$ cat src/rtl/wb_stage.sv
// wb_stage: write-back stage with register file, data memory, bypassed read ports, PC redirect and retire counter
module wb_stage #(
  parameter int DMEM_DEPTH = 16,
  parameter int CNT_W = 16
) (
  input  logic             clk,
  input  logic             reset,
  input  logic             wb_reg_write,
  input  logic             wb_mem_to_reg,
  input  logic             wb_mem_write,
  input  logic             wb_pcsrc,
  input  logic [7:0]       wb_result,
  input  logic [7:0]       wb_data2,
  input  logic [2:0]       wb_write_addr,
  input  logic [2:0]       rs1_addr,
  input  logic [2:0]       rs2_addr,
  output logic [7:0]       rs1_data,
  output logic [7:0]       rs2_data,
  output logic [7:0]       wb_data,
  output logic             pc_redirect,
  output logic [7:0]       pc_target,
  output logic [CNT_W-1:0] retire_count
);
  localparam int AW = $clog2(DMEM_DEPTH);
  logic [7:0] regs [8];
  logic [7:0] dmem [DMEM_DEPTH];
  logic [AW-1:0] idx;
  logic [7:0] wb_val;
  logic retire;
  assign idx = wb_result[AW-1:0];
  assign wb_val = wb_mem_to_reg ? dmem[idx] : wb_result;
  assign retire = wb_reg_write | wb_mem_write | wb_pcsrc;
  // regs[0] is never written, so it always reads back as zero
  always_comb begin
    rs1_data = !reset || rs1_addr == 3'd0 ? 8'd0 :
               wb_reg_write && wb_write_addr == rs1_addr ? wb_val : regs[rs1_addr];
    rs2_data = !reset || rs2_addr == 3'd0 ? 8'd0 :
               wb_reg_write && wb_write_addr == rs2_addr ? wb_val : regs[rs2_addr];
    wb_data = reset ? wb_val : 8'd0;
    pc_redirect = reset & wb_pcsrc;
    pc_target = reset ? wb_result : 8'd0;
  end
  always_ff @(posedge clk or negedge reset)
    if (!reset)
      for (int i = 0; i < 8; i++) regs[i] <= '0;
    else if (wb_reg_write && wb_write_addr != 3'd0)
      regs[wb_write_addr] <= wb_val;
  always_ff @(posedge clk or negedge reset)
    if (!reset)
      for (int i = 0; i < DMEM_DEPTH; i++) dmem[i] <= '0;
    else if (wb_mem_write)
      dmem[idx] <= wb_data2;
  always_ff @(posedge clk or negedge reset)
    if (!reset)
      retire_count <= '0;
    else if (retire && retire_count != {CNT_W{1'b1}})
      retire_count <= retire_count + 1'b1;
endmodule

$ cat config.mk
export PLATFORM = sky130hd
export DESIGN_NAME = wb_stage
export DESIGN_NICKNAME = d
export VERILOG_FILES = /design/src/rtl/wb_stage.sv
export SDC_FILE = /design/constraint.sdc
export NUM_CORES = 1
export LEC_CHECK = 0
export ABC_AREA = 1
export BUFFER_PORTS_ARGS = -buffer_cell sky130_fd_sc_hd__buf_2
export CAP_MARGIN = 10
export CORE_MARGIN = 2
export CORE_UTILIZATION = 65
export DETAILED_ROUTE_END_ITERATION = 6
export GPL_ROUTABILITY_DRIVEN = 0
export PLACE_DENSITY = 0.95
export SYNTH_ARGS = -nofsm -noshare
export SYNTH_HDL_FRONTEND = slang
export SYNTH_SLANG_ARGS = --single-unit
$ cat constraint.sdc
create_clock -name clk -period 4.7 [get_ports clk]
set_input_delay 0.47 -clock clk [delete_from_list [all_inputs] [get_ports clk]]
set_output_delay 0.47 -clock clk [all_outputs]
set_load 0.05 [all_outputs]
==> results of run 1 <==
[layer usage]
layer	global-route usage (%)	share of wire, %	routed length (um)	up-vias
met1	45.74	36	11360	4972
met3	6.897	12	3636	221
met2	57.34	46	14470	842
li1	-	-	-	4782
met5	0	0	0	-
met4	19.24	5.7	1766	0
[area by class of cell]
type	instances	area, sq um	area share (%)
inverters	74	277.8	2.341
repair buffers	88	488.0	4.113
clock inverters	8	140.1	1.181
flip-flops and latches	208	5205	43.87
multi-input cells	1104	4892	41.24
diodes	1	2.502	0.02109
well taps	220	275.3	2.320
clock buffers	25	583.1	4.915
[logic make-up after synthesis]
family / after synthesis
AND/OR/NAND/NOR: 759
XOR/XNOR: 9
AO/OA/AOI/OAI: 335
buffers and inverters: 162
adder cells (fa/ha/maj): 1
flip-flops: 208
[metrics by stage]
| step | hold WS (ns) | cell area [sq um] |
|---|---|---|
| after CTS | 0.1934 | 11860 |
| after global routing | 0.2165 | 11860 |
| after floorplan | 0.1744 | 10790 |
| final | 0.2023 | 11860 |
| after global placement | 0.3876 | 11130 |
| after detailed placement | 0.3911 | 11130 |
[flip-flops by register name, summed over array words and instances, names as in the netlist]
register      flops
retire_count     16
dmem            128
regs             64
[critical path: stages]
cell and delay (ns):
dlygate4sd3_1 0.56, buf_8 0.33, clkinv_1 0.45, a31oi_1 0.79
nand2_1 0.16, a21oi_1 0.28, buf_2 0.32
[repair_timing]
action	CTS	global route
setup buffers	0	0
endpoints found under the setup margin	0	0
hold buffers	1	0
hold endpoints to repair	40	0
[path summary, 6_finish.rpt]
| check | from | endpoint | slack (ns) | depth (start not counted) |
|---|---|---|---|---|
| min in group asynchronous | reset | dmem[87] | 0.45 | 2 |
| hold reg to reg | regs[59] | regs[59] | 0.41 | 0 |
| hold / removal | wb_data2[6] | dmem[22] | 0.20 | 3 |
| setup / recovery | reset | rs1_data[0] | 0.85 | 7 |
| max in group asynchronous | reset | regs[30] | 2.57 | 4 |
| setup reg to reg | retire_count[0] | retire_count[15] | 2.57 | 10 |
[placed cells by master, fill, tap and decap left out]
cell,instances
xnor2_1,3
xor2_1,6
nor2_1,124
clkbuf_16,23
o21ai_1,4
nand2_1,571
buf_4,7
nand3_2,1
nor2_2,8
clkinv_1,5
buf_8,1
clkinv_2,4
nand3_1,37
nor4_1,1
o22ai_1,33
bufinv_16,4
diode_2,1
a21oi_1,50
buf_2,78
a31oi_1,2
ha_1,1
nand3b_1,1
clkbuf_1,2
inv_2,4
inv_1,65
dfrtp_1,208
nor3_1,7
buf_12,1
dlygate4sd3_1,1
nand4_1,6
o21ai_0,238
nor3_2,3
o21bai_4,8
[power by group]
part,internal (mW),switching [mW]
Clock,1.10,0.704
Combinational,0.399,0.925
Sequential,2.17,0.256
Total,3.67,1.88
==> flow_summary.toml, run 1 <==
[flow_run]
maxCapViolCount = 0

[synthesis]
synthXorXnorAreaFrac_pct = 0.7308
syn-cell-area_sq_mm = 0.01079
synthMostInstantiatedCell = "nand2_1"
synth-compound-area-share_pct = 16.97
synth_top_area_cell = "dfrtp_1"
synth_fa_ha_area_share_pct = 0.1160
synth.area.mux_share_pct = 0
yosysTopAreaCellShare_pct = 48.25
async_flop_share_pct = 100.0
synth-seq-cells = 208
synth_edf_count = 0
synth_warnings = 0
synth_nets = 1506
synth_area_per_cell_sq_um = 7.318
synth_common_cells = "nand2_1 (571), o21ai_0 (238), dfrtp_1 (208), nor2_1 (124), inv_1 (65)"
synth_cell_type_count = 28
yosys.area_share.simple_pct = 27.54
synthFlopType = "dfrtp_1"
ys_seq_area_share_pct = 48.25
synth_top_family_by_area = "simple AND/OR/NAND/NOR gates"
synthTopCellsByArea = "dfrtp_1 (48%), nand2_1 (20%), o21ai_0 (11%)"
syn_inst = 1474

[grt]
gr-usage-all-layers_pct = 35.57
grt_pass1_wl_um = 50790
grt_start_max_net_pins = 74
grt_overflow = 0
antenna_found_initial = 1
grt_pass1_vias = 10280

[final_layout]
utilization_pct = 72.31
instances_no_fill = 1728
area_growth_pct = 9.987
nets = 1530
fillerInstances = 1152
drive_above_1_share_pct = 9.423

[sta]
setup_viol = 0
fmax_ghz = 0.2595
period_share_pct = 81.98
hold_violations = 0
max_slew_margin_pct = 37.52
grt_setup_unrepaired = "false"
post-route-min-period_ns = 3.853
slew_violations = 0
worst_slew_pin_slew_ns = 0.9371
fin_worst_skew_ns = 0.01577
timing.final.ws_setup_ns = 0.8469
setup_tns_ns = 0

[clock_tree]
cts_buffer_depth = 3
cts-resized-gates = 0
ctsHtreeMaxLevel = 1
clkSlewWorstSetupHoldPaths_ns = 0.06
clock_sinks = 208
cts_tree = "done"
insertion_delay_ns = 0.52
clockRootBuffer = "clkbuf_16"
numCtsBuffers = 22

[placement]
place_worst_setup_slack_ns = 1.473
io_buffers = 79
detailed_place_hpwl_um = 19200
dp.cells = 1693

[power]
power_mw = 5.551
power_density_mw_per_mm2 = 467.9
leakage_nw = 5.997
peakVddDrop_v = 0.0002658

[worst_hold_path]
hp-class = "in -> reg"

[setup_path]
crit_required_ns = 4.23
cp.arrival_ns = 3.38
startpoint_type = "input port"
path_class = "in -> out"
endpoint_kind = "output port"
path_max_fanout = 46

[route]
drt_iter0_markers = 1667
ant_nets = 0
drc = 17
drt_first_pass_iters = 7
wl_per_cell_um = 18.07
vias_per_cell = 6.260
vias = 10820
wl_um = 31230

[outcome]
violations = "design-rule violations"
status = "complete, but fails checks"

[die]
io_pins = 80
start_util_pct = 65.74
die_h_um = 132.8
die_x_um = 132.8
dieArea_sq_mm = 0.01764
num_rows = 47
coreArea_sq_mm = 0.01641
(Power assumes the default switching activity.)
==> run 2: changes to the inputs <==
==> config.mk (replaced) <==
export PLATFORM = sky130hd
export DESIGN_NAME = wb_stage
export DESIGN_NICKNAME = d
export VERILOG_FILES = /design/src/rtl/wb_stage.sv
export SDC_FILE = /design/constraint.sdc
export NUM_CORES = 1
export LEC_CHECK = 0
export ABC_AREA = 0
export BUFFER_PORTS_ARGS = -buffer_cell sky130_fd_sc_hd__buf_2
export CAP_MARGIN = 10
export CORE_MARGIN = 2
export CORE_UTILIZATION = 55
export DETAILED_ROUTE_END_ITERATION = 6
export GPL_ROUTABILITY_DRIVEN = 0
export PLACE_DENSITY = 0.88
export SYNTH_ARGS = -nofsm -noshare
export SYNTH_HDL_FRONTEND = slang
export SYNTH_SLANG_ARGS = --single-unit
==> constraint.sdc (replaced) <==
create_clock -name clk -period 3.3 [get_ports clk]
set_input_delay 0.33 -clock clk [delete_from_list [all_inputs] [get_ports clk]]
set_output_delay 0.33 -clock clk [all_outputs]
set_load 0.05 [all_outputs]
==> flow_summary.toml, run 2 <==
[final_layout]
top_register = "dmem"
area_growth_pct = 12.20
top_regs = "dmem (128), regs (64), retire_count (16)"
instances_no_fill = 1123
largest_register_ffs = 128
final_area_sq_mm = 0.01176
nets = 903
fillerInstances = 1354
layout_commonest_cell = "dfrtp_1"
drive_above_1_share_pct = 38.11
final_cell_mix = "dfrtp_1 (208), mux2_2 (144), buf_2 (78), nand2_1 (61), o21ai_1 (46)"

[power]
p_sw_mw = 2.459
pwr-share-seq_pct = 44.0
swShare_pct = 30.68
combPwrFrac_pct = 24.2
peakVddDrop_v = 0.0008744
leakage_nw = 5.138
power_density_mw_per_mm2 = 681.8
clockPowerShare_pct = 31.8
cell_internal_pwr_mw = 5.556
power_mw = 8.015

[placement]
placed_area_sq_mm = 0.01099
dp.cells = 1080
detailed_place_hpwl_um = 16360
io_buffers = 79

[sta]
period_share_pct = 89.85
slew_violations = 0
grt_setup_unrepaired = "false"
post-route-min-period_ns = 2.965
fmax_ghz = 0.3373
setup_viol = 0
fin_worst_skew_ns = 0.02560
max_slew_margin_pct = 39.90
hold_violations = 0
setup_tns_ns = 0
worst_slew_pin_slew_ns = 0.9015

[synthesis]
yosysTopAreaCellShare_pct = 49.68
syn_inst = 813
synth_common_cells = "dfrtp_1 (208), mux2_2 (144), nand2_1 (61), o21ai_1 (46), mux4_2 (43)"
synth_area_per_cell_sq_um = 12.89
synth_cell_type_count = 48
synth_nets = 845
synth_warnings = 0
ys_seq_area_share_pct = 49.68
synth-seq-cells = 208
async_flop_share_pct = 100.0
synthTopCellsByArea = "dfrtp_1 (50%), mux2_2 (15%), mux4_2 (9.2%)"
synth_top_area_cell = "dfrtp_1"
synthFlopType = "dfrtp_1"
syn-cell-area_sq_mm = 0.01048
synthMostInstantiatedCell = "dfrtp_1"
synth_edf_count = 0

[route]
drc = 0
drt_first_pass_iters = 5
vias_per_cell = 6.346
wl_per_cell_um = 22.41
drt_iter0_markers = 522
ant_nets = 0
wl_um = 25170
vias = 7127

[grt]
grt_pass1_wl_um = 40500
grt_overflow = 0
grt_start_max_net_pins = 74
grt_pass1_vias = 7461
gr-usage-all-layers_pct = 25.84
antenna_found_initial = 3

[clock_tree]
ctsHtreeMaxLevel = 1
clockRootBuffer = "clkbuf_16"
cts_tree = "done"
cts-resized-gates = 0
cts_buffer_depth = 3
insertion_delay_ns = 0.52
numCtsBuffers = 22
clkSlewWorstSetupHoldPaths_ns = 0.06
clock_sinks = 208
postCtsSetupBuffers = 0

[die]
die_h_um = 142.0
start_util_pct = 56.01
die_x_um = 142.0
num_rows = 50
coreArea_sq_mm = 0.01871
dieArea_sq_mm = 0.02017
io_pins = 80

[setup_path]
r2r_slack_ns = 1.18
path_class = "reg -> out"
endpoint_kind = "output port"
crit_required_ns = 2.97
path_max_fanout = 10
startpoint_type = "register"
cp.arrival_ns = 2.63

[flow_run]
maxCapViolCount = 0

[outcome]
status = "completed"

[worst_hold_path]
hp-class = "in -> reg"
run 2: cell families after synthesis:
logic type               synth area share, %
multiplexers                           28.47
flip-flops                             49.68
AND/OR/NAND/NOR                        7.941
AO/OA/AOI/OAI                          8.574
buffers and inverters                  3.463
XOR/XNOR                               1.755
adder cells (fa/ha/maj)               0.1194
run 2: worst paths after layout:
kind,endpoint,startpoint,cells past startpoint
min reg2reg,regs[56],regs[56],0
min,regs[38],wb_result[6],3
max reg2reg,regs[40],dmem[0],6
max,rs1_data[4],dmem[20],6
min in group asynchronous,regs[55],reset,2
max in group asynchronous,regs[49],reset,4
run 2: per-layer routing:
| metal | track usage [%] | up-vias | part of all wire (%) |
|---|---|---|---|
| li1 | - | 3117 | - |
| met1 | 35.24 | 3654 | 42 |
| met2 | 41.19 | 285 | 48 |
| met3 | 4.744 | 71 | 6.5 |
| met4 | 10.89 | 0 | 3.6 |
| met5 | 0 | - | 0 |
run 2: final cells by class:
class | instances | area (sq um) | share of cell area [%]
multi-input combinational | 534 | 4915 | 41.80
timing repair buffer | 98 | 561.8 | 4.779
sequential | 208 | 5205 | 44.27
antenna | 2 | 5.005 | 0.04257
tap | 234 | 292.8 | 2.490
inverter | 7 | 26.28 | 0.2235
clock inverter | 6 | 83.83 | 0.7131
clock buffer | 34 | 666.9 | 5.673
run 2: critical path, stage by stage, from the launching register on:
cell and delay, ns:
dfrtp_1 0.38, mux4_1 0.50, mux2i_1 0.24, nor2_1 0.11, o32ai_4 0.50, a211oi_1 0.14
buf_2 0.25
run 2: repair_timing:
| action | in CTS | in global routing |
|---|---|---|
| hold buffers | 1 | 0 |
| endpoints found under the hold margin | 32 | 0 |
| setup endpoints to repair | 0 | 0 |
run 2: power by group through the flow:
| stage | registers (mW) | logic, mW | clock network (mW) |
|---|---|---|---|
| 2_1_floorplan | 3.63 | 1.30 | 0 |
| 3_3_place_gp | 3.50 | 1.85 | 0 |
| 3_5_place_dp | 3.55 | 1.92 | 0 |
| 4_1_cts | 3.52 | 1.95 | 2.57 |
| 5_1_grt | 3.60 | 2.09 | 2.68 |
| 6_report | 3.53 | 1.94 | 2.55 |
run 2: through the flow:
stage	setup WS, ns	hold slack, ns	utilization [%]
after floorplan	0.2555	0.03441	-
after global placement	0.4491	0.2644	58.76
after detailed placement	0.3552	0.2648	58.76
after CTS	0.3538	0.2391	62.82
after global routing	0.2134	0.2757	62.82
final	0.3351	0.2396	62.85
